[config.mk]
export PLATFORM = sky130hd
export DESIGN_NAME = conv_stream_feeder_flat
export DESIGN_NICKNAME = d
export VERILOG_FILES = /design/src/rtl/conv_stream_feeder_if.sv /design/src/rtl/conv_stream_feeder.sv /design/src/flat_wrapper.sv
export SDC_FILE = /design/constraint.sdc
export NUM_CORES = 1
export LEC_CHECK = 0
export ABC_AREA = 1
export CELL_PAD_IN_SITES_DETAIL_PLACEMENT = 1
export CELL_PAD_IN_SITES_GLOBAL_PLACEMENT = 1
export CORE_UTILIZATION = 35
export CTS_BUF_LIST = sky130_fd_sc_hd__clkbuf_4
export DETAILED_ROUTE_END_ITERATION = 6
export GPL_TIMING_DRIVEN = 0
export PLACE_DENSITY_LB_ADDON = 0.1
export SLEW_MARGIN = 20
export SYNTH_ARGS = -nofsm -noshare
export SYNTH_HDL_FRONTEND = slang
export SYNTH_SLANG_ARGS = --single-unit
export TNS_END_PERCENT = 10
[constraint.sdc]
create_clock -name clk -period 21.7 [get_ports clk]
set_input_delay 4.34 -clock clk [delete_from_list [all_inputs] [get_ports clk]]
set_output_delay 4.34 -clock clk [all_outputs]
set_load 0.02 [all_outputs]
[src/rtl/conv_stream_feeder_if.sv]
// AXI4-Stream link from the frame feeder to the conv core.
// master drives tdata/tvalid/tlast, slave drives tready.
interface conv_stream_feeder_if #(
  parameter int DATA_WIDTH = 256
);
  logic [DATA_WIDTH-1:0] tdata;
  logic                  tvalid;
  logic                  tready;
  logic                  tlast;

  modport master (
    output tdata,
    output tvalid,
    output tlast,
    input  tready
  );

  modport slave (
    input  tdata,
    input  tvalid,
    input  tlast,
    output tready
  );
endinterface

[src/rtl/conv_stream_feeder.sv]
// Streams one conv frame (kernel block + image) from BRAM onto AXI4-Stream.
// Ports: clk/Reset_top, start + choose/base config, BRAM read port,
// m_axis stream master, busy/feed_DONE/words_sent status.
module conv_stream_feeder #(
  parameter int DATA_WIDTH = 256,
  parameter int ADDR_WIDTH = 21
) (
  input  logic                  clk,
  input  logic                  Reset_top,
  input  logic                  start,
  input  logic [1:0]            CHANNEL_SIZE_choose,
  input  logic [2:0]            IMAGE_SIZE_choose,
  input  logic [ADDR_WIDTH-1:0] base_addr,
  output logic                  bram_en,
  output logic [ADDR_WIDTH-1:0] bram_addr,
  input  logic [DATA_WIDTH-1:0] bram_dout,
  conv_stream_feeder_if.master  m_axis,
  output logic                  busy,
  output logic                  feed_DONE,
  output logic [ADDR_WIDTH-1:0] words_sent
);

  typedef enum logic [1:0] {
    IDLE,
    FETCH,
    DRAIN
  } state_t;

  // channels * (side^2 + 1); side saturates at 64
  function automatic logic [ADDR_WIDTH-1:0] frame_words(
    input logic [1:0] c,
    input logic [2:0] s
  );
    logic [2:0]  sc;
    logic [6:0]  side;
    logic [12:0] sq;
    logic [8:0]  ch;
    sc   = (s > 3'd4) ? 3'd4 : s;
    side = 7'd4 << sc;
    sq   = 13'(side) * 13'(side) + 13'd1;
    ch   = 9'd256 >> c;
    return ADDR_WIDTH'(ch) * ADDR_WIDTH'(sq);
  endfunction

  state_t                state_q;
  logic [ADDR_WIDTH-1:0] total_q;
  logic [ADDR_WIDTH-1:0] base_q;
  logic [ADDR_WIDTH-1:0] issued_q;
  logic [ADDR_WIDTH-1:0] words_q;
  logic [ADDR_WIDTH-1:0] words_d;
  logic                  busy_q;
  logic                  done_q;

  // read issued last cycle; its data lands in the buffer this edge
  logic                  rd_vld_q;
  logic                  rd_last_q;

  logic [DATA_WIDTH-1:0] buf_data_q [2];
  logic                  buf_last_q [2];
  logic                  wr_ptr_q;
  logic                  rd_ptr_q;
  logic [1:0]            cnt_q;
  logic [1:0]            cnt_d;

  logic                  tvalid;
  logic                  pop;
  logic                  rd_go;
  logic                  is_last_rd;
  logic [2:0]            occ;

  // Read gating counts this cycle's pop so a full-rate stream keeps
  // one word buffered and one in flight. tready only reaches bram_en,
  // never tvalid/tdata.
  always_comb begin
    tvalid     = (cnt_q != 2'd0);
    pop        = tvalid & m_axis.tready;
    occ        = {1'b0, cnt_q} + {2'b0, rd_vld_q} - {2'b0, pop};
    rd_go      = (state_q == FETCH) && (occ < 3'd2);
    is_last_rd = (issued_q == total_q - ADDR_WIDTH'(1));
    cnt_d      = cnt_q + {1'b0, rd_vld_q} - {1'b0, pop};
    words_d    = pop ? words_q + ADDR_WIDTH'(1) : words_q;
  end

  assign bram_en       = rd_go;
  assign bram_addr     = base_q + issued_q;
  assign m_axis.tvalid = tvalid;
  assign m_axis.tdata  = buf_data_q[rd_ptr_q];
  assign m_axis.tlast  = tvalid & buf_last_q[rd_ptr_q];
  assign busy          = busy_q;
  assign feed_DONE     = done_q;
  assign words_sent    = words_q;

  always_ff @(posedge clk or posedge Reset_top) begin
    if (Reset_top) begin
      state_q       <= IDLE;
      total_q       <= '0;
      base_q        <= '0;
      issued_q      <= '0;
      words_q       <= '0;
      busy_q        <= 1'b0;
      done_q        <= 1'b0;
      rd_vld_q      <= 1'b0;
      rd_last_q     <= 1'b0;
      buf_data_q[0] <= '0;
      buf_data_q[1] <= '0;
      buf_last_q[0] <= 1'b0;
      buf_last_q[1] <= 1'b0;
      wr_ptr_q      <= 1'b0;
      rd_ptr_q      <= 1'b0;
      cnt_q         <= 2'd0;
    end else begin
      done_q    <= 1'b0;
      rd_vld_q  <= rd_go;
      rd_last_q <= rd_go & is_last_rd;
      cnt_q     <= cnt_d;
      words_q   <= words_d;

      if (rd_vld_q) begin
        buf_data_q[wr_ptr_q] <= bram_dout;
        buf_last_q[wr_ptr_q] <= rd_last_q;
        wr_ptr_q             <= ~wr_ptr_q;
      end
      if (pop) begin
        rd_ptr_q <= ~rd_ptr_q;
      end

      case (state_q)
        IDLE: begin
          if (start) begin
            total_q  <= frame_words(CHANNEL_SIZE_choose,
                                    IMAGE_SIZE_choose);
            base_q   <= base_addr;
            issued_q <= '0;
            words_q  <= '0;
            busy_q   <= 1'b1;
            state_q  <= FETCH;
          end
        end
        FETCH: begin
          if (rd_go) begin
            issued_q <= issued_q + ADDR_WIDTH'(1);
            if (is_last_rd) begin
              state_q <= DRAIN;
            end
          end
        end
        DRAIN: begin
          if (pop && m_axis.tlast) begin
            done_q  <= 1'b1;
            busy_q  <= 1'b0;
            state_q <= IDLE;
          end
        end
        default: state_q <= IDLE;
      endcase
    end
  end

endmodule

[src/flat_wrapper.sv]
// flat-port wrapper written by rule: the top's interface ports become plain ports
module conv_stream_feeder_flat 
#(
  parameter int DATA_WIDTH = 256,
  parameter int ADDR_WIDTH = 21
)
  (clk, Reset_top, start, CHANNEL_SIZE_choose, IMAGE_SIZE_choose, base_addr, bram_en, bram_addr, bram_dout, busy, feed_DONE, words_sent, m_axis_tdata, m_axis_tvalid, m_axis_tlast, m_axis_tready);
  conv_stream_feeder_if #(.DATA_WIDTH(DATA_WIDTH)) m_axis_i ();
  input  logic clk;
  input  logic Reset_top;
  input  logic start;
  input  logic [1:0] CHANNEL_SIZE_choose;
  input  logic [2:0] IMAGE_SIZE_choose;
  input  logic [ADDR_WIDTH-1:0] base_addr;
  output logic bram_en;
  output logic [ADDR_WIDTH-1:0] bram_addr;
  input  logic [DATA_WIDTH-1:0] bram_dout;
  output logic busy;
  output logic feed_DONE;
  output logic [ADDR_WIDTH-1:0] words_sent;
  output wire logic [$bits(m_axis_i.tdata)-1:0] m_axis_tdata;
  output wire logic [$bits(m_axis_i.tvalid)-1:0] m_axis_tvalid;
  output wire logic [$bits(m_axis_i.tlast)-1:0] m_axis_tlast;
  input wire logic [$bits(m_axis_i.tready)-1:0] m_axis_tready;
  assign m_axis_tdata = m_axis_i.tdata;
  assign m_axis_tvalid = m_axis_i.tvalid;
  assign m_axis_tlast = m_axis_i.tlast;
  assign m_axis_i.tready = m_axis_tready;
  conv_stream_feeder #(.DATA_WIDTH(DATA_WIDTH), .ADDR_WIDTH(ADDR_WIDTH)) u_core (.clk(clk), .Reset_top(Reset_top), .start(start), .CHANNEL_SIZE_choose(CHANNEL_SIZE_choose), .IMAGE_SIZE_choose(IMAGE_SIZE_choose), .base_addr(base_addr), .bram_en(bram_en), .bram_addr(bram_addr), .bram_dout(bram_dout), .m_axis(m_axis_i), .busy(busy), .feed_DONE(feed_DONE), .words_sent(words_sent));
endmodule
==> results.json <==
{
  "status": "completed",
  "grt_pass1_vias": 29210,
  "fin_crit_ns": 12.00,
  "synth_top_family_by_area": "simple AND/OR/NAND/NOR gates",
  "crit_chain": "clkdlybuf4s50_1 > inv_2 > nor2_8 > ha_1 > inv_1 > ha_1 > inv_1 > fa_1 > nand3_1 > nor2_1 > clkdlybuf4s50_1",
  "ys_seq_elements": 603,
  "drive_gt1_share_pct": 7.37,
  "finalSetupViolCount": 0,
  "final_cell_area_mm2": 0.0390,
  "fin_setup_tns_ns": 0,
  "chipWidth_um": 291,
  "cts_tree": "built",
  "synth-simple-area-share_pct": 24.3,
  "cp.arrival_ns": 7.66,
  "port-buffer-count": 588,
  "die_h_um": 291,
  "drv_slew": 0,
  "place_ws_ns": 9.67,
  "rsz0062_at_grt": "no",
  "p_leak_nw": 20.0,
  "wl_per_cell_um": 18.8,
  "rows": 105,
  "power_frac_clock_pct": 18.1,
  "synth_fa_ha_area_share_pct": 4.04,
  "cp.depth": 11,
  "final.setup.worst_slack_ns": 9.70,
  "vias_per_cell": 4.80,
  "drc_errors": 0,
  "ctsResizeCount": 0,
  "critical_path.slowest_cell": "clkdlybuf4s50_1",
  "yosys_warnings": 0,
  "async_flop_share_pct": 100,
  "combPwrFrac_pct": 50.3,
  "hold_depth": 2,
  "htreeDepth": 4,
  "endpoint_kind": "output port",
  "cp-start-kind": "input pin",
  "crit_type": "input pin to output port",
  "cts_inserted_buffers": 173,
  "ir_worst_vdd_uv": 54.3,
  "netlist_area_mm2": 0.0293,
  "synth_compound_area_share_pct": 11.3,
  "final_util_pct": 47.4,
  "drt_iter0_markers": 1410,
  "synth_mux_area_share_pct": 0,
  "wl_um": 108000,
  "slew_headroom_pct": 28.8,
  "fin_crit_sh_pct": 55.3,
  "hpwlAfterDp_um": 80400,
  "hold_violations": 0,
  "syn_area_per_cell_um2": 7.80,
  "post_cts_buffers": 0,
  "required_ns": 17.36,
  "num-nets-final": 4903,
  "p_seq_share_pct": 31.6,
  "synth_cells": 3752,
  "initial_core_util_pct": 35.6,
  "firstDrtPassIters": 5,
  "reg2reg_depth": 13,
  "area_growth_pct": 33.2,
  "vias": 27560,
  "ioPinCount": 589,
  "grt_pass1_wl_um": 168000,
  "critPathMaxStageDelay_ns": 0.75,
  "p_int_mw": 3.35,
  "postCtsHoldBufs": 0,
  "clock-sinks": 603,
  "grt_overflow": 0,
  "grt_use_total_pct": 25.6,
  "worst_pin_slew_ns": 1.07,
  "fmax_ghz": 0.0833,
  "yosysSeqAreaShare_pct": 51.5,
  "grt_max_degree": 102,
  "clkTransAtPathRegs_ns": 0.06,
  "cp_max_fo": 9,
  "cts-root-buf": "clkbuf_4",
  "hp-class": "flop to flop",
  "skew_ns": 0.0977,
  "cts_buffer_depth": 3,
  "core-area_mm2": 0.0824,
  "path_buf_inv": 5,
  "maxCapViolations": 0,
  "synth_edf_count": 0,
  "final_antenna_net_count": 0,
  "placed_area_mm2": 0.0367,
  "p_sw_share_pct": 44.3,
  "crit_family": "buffers and inverters",
  "design.die.area_mm2": 0.0848,
  "place.gp.congestion": 0.862,
  "antenna_found_initial": 24,
  "insertion_delay_ns": 1.05,
  "synth_xor_area_share_pct": 1.26,
  "synth-main-ff-cell": "dfrtp_1",
  "pwr_density_cell_mw_per_mm2": 154,
  "p_sw_mw": 2.67,
  "synth_cell_type_count": 47
}
-- power by group through the flow --
stage	logic, mW	registers [mW]	clock network (mW)
after floorplan	1.63	1.86	0
after global placement	3.01	1.90	0
after detailed placement	3.06	1.91	0
after CTS	3.07	1.90	1.13
after global routing	3.32	1.96	1.19
final	3.02	1.90	1.09
-- through the flow --
stage	hold WS, ns	cells	total power [mW]
CTS	0.484	5726	6.10
global route	0.499	5745	6.47
detailed placement	0.468	5427	4.97
global placement	0.460	5420	4.91
floorplan	0.441	3762	3.50
finish	0.478	5747	6.02
-- area by class of cell --
| type | count | area (um^2) |
|---|---|---|
| Inverter | 404 | 1520 |
| Clock inverter | 36 | 244 |
| Tap cell | 1070 | 1340 |
| Antenna cell | 21 | 52.6 |
| Clock buffer | 263 | 1970 |
| Buffer | 185 | 698 |
| Fill cell | 10195 | 43400 |
| Sequential cell | 603 | 15100 |
| Timing Repair Buffer | 595 | 6080 |
| Multi-Input combinational cell | 2570 | 12000 |
-- kinds of logic after synthesis --
logic type / count (synthesis)
AND/OR/NAND/NOR: 1781
AO/OA/AOI/OAI: 651
other: 1
buffers and inverters: 589
adder cells (fa/ha/maj): 85
flip-flops: 603
XOR/XNOR: 42
-- registers in the layout, summed over array words and instances, names as in the netlist, 2 cells and up --
| name | cells |
|---|---|
| u_core.issued_q | 21 |
| u_core.base_q | 21 |
| u_core.words_sent | 21 |
| u_core.cnt_q | 2 |
| u_core.total_q | 16 |
| u_core.buf_last_q | 2 |
| u_core.state_q | 2 |
| u_core.buf_data_q | 512 |
-- tightest hold or removal path, stage by stage (launching register included) --
cell     delay, ns
dfrtp_1       0.34
nand2_1       0.06
nand2_1       0.05
-- synth_stat cells, types with 2 or more instances --
library cell  count  share of area, %
xor2_1           26              0.78
nand3_2           6              0.21
nor2_8            2              0.14
nand3_1          50              0.85
nor3_4            3              0.17
fa_1             16               1.1
and3_1            4             0.085
o21ai_0         571               9.8
a21o_1            6              0.15
nand4_1          16              0.34
nand3b_1          4              0.10
nor2_2            9              0.19
a21oi_1          53              0.91
buf_2             3             0.051
nor4_1            5              0.11
clkbuf_1        172               2.2
xnor2_1          16              0.48
nor3_2            2             0.068
nor2_4            2             0.077
o21ai_1           4             0.068
inv_1           394               5.1
a211oi_1          3             0.077
dfrtp_1         603                52
nand2_2          11              0.24
nor3_1           19              0.32
buf_1            10              0.13
or2_2             4             0.085
inv_2             9              0.12
ha_1             69               2.9
or2_1             2             0.043
nor2_1          102               1.3
nand2_1        1534                20
o21a_1            3             0.077
o22ai_1           2             0.043
a31oi_1           3             0.064
o21bai_1          2             0.051
nand4_2           2             0.085
-- per-layer routing --
metal	routed length [um]	GRT usage [%]	vias to the layer above
met5	133	0	-
li1	-	-	13387
met3	6520	6.38	168
met4	2910	9.34	22
met1	44500	31.2	13424
met2	53800	43.6	559
-- placed cells by master (no fill, tap or decap), drive strengths merged, types with 24 or more instances in the layout --
cell type	synthesis	final
clkbuf	172	435
xor2	26	26
dfrtp	603	603
o21ai	575	575
nand3	57	57
ha	69	69
nor2	115	115
nor3	24	24
clkinv	1	28
nand2	1545	1545
inv	403	409
a21oi	54	54
clkdlybuf4s50	0	588
-- final timing paths --
kind,end,from,slack (ns)
hold reg to reg,u_core.base_q[15],u_core.base_q[15],0.48
setup / recovery,bram_en,m_axis_tready,9.70
max in group asynchronous,u_core.buf_data_q[171],Reset_top,16.07
hold / removal,u_core.base_q[15],u_core.base_q[15],0.48
setup reg to reg,u_core.issued_q[18],u_core.cnt_q[1],18.64
min in group asynchronous,u_core.base_q[6],Reset_top,3.70
Power figures use the tool's default switching activity.
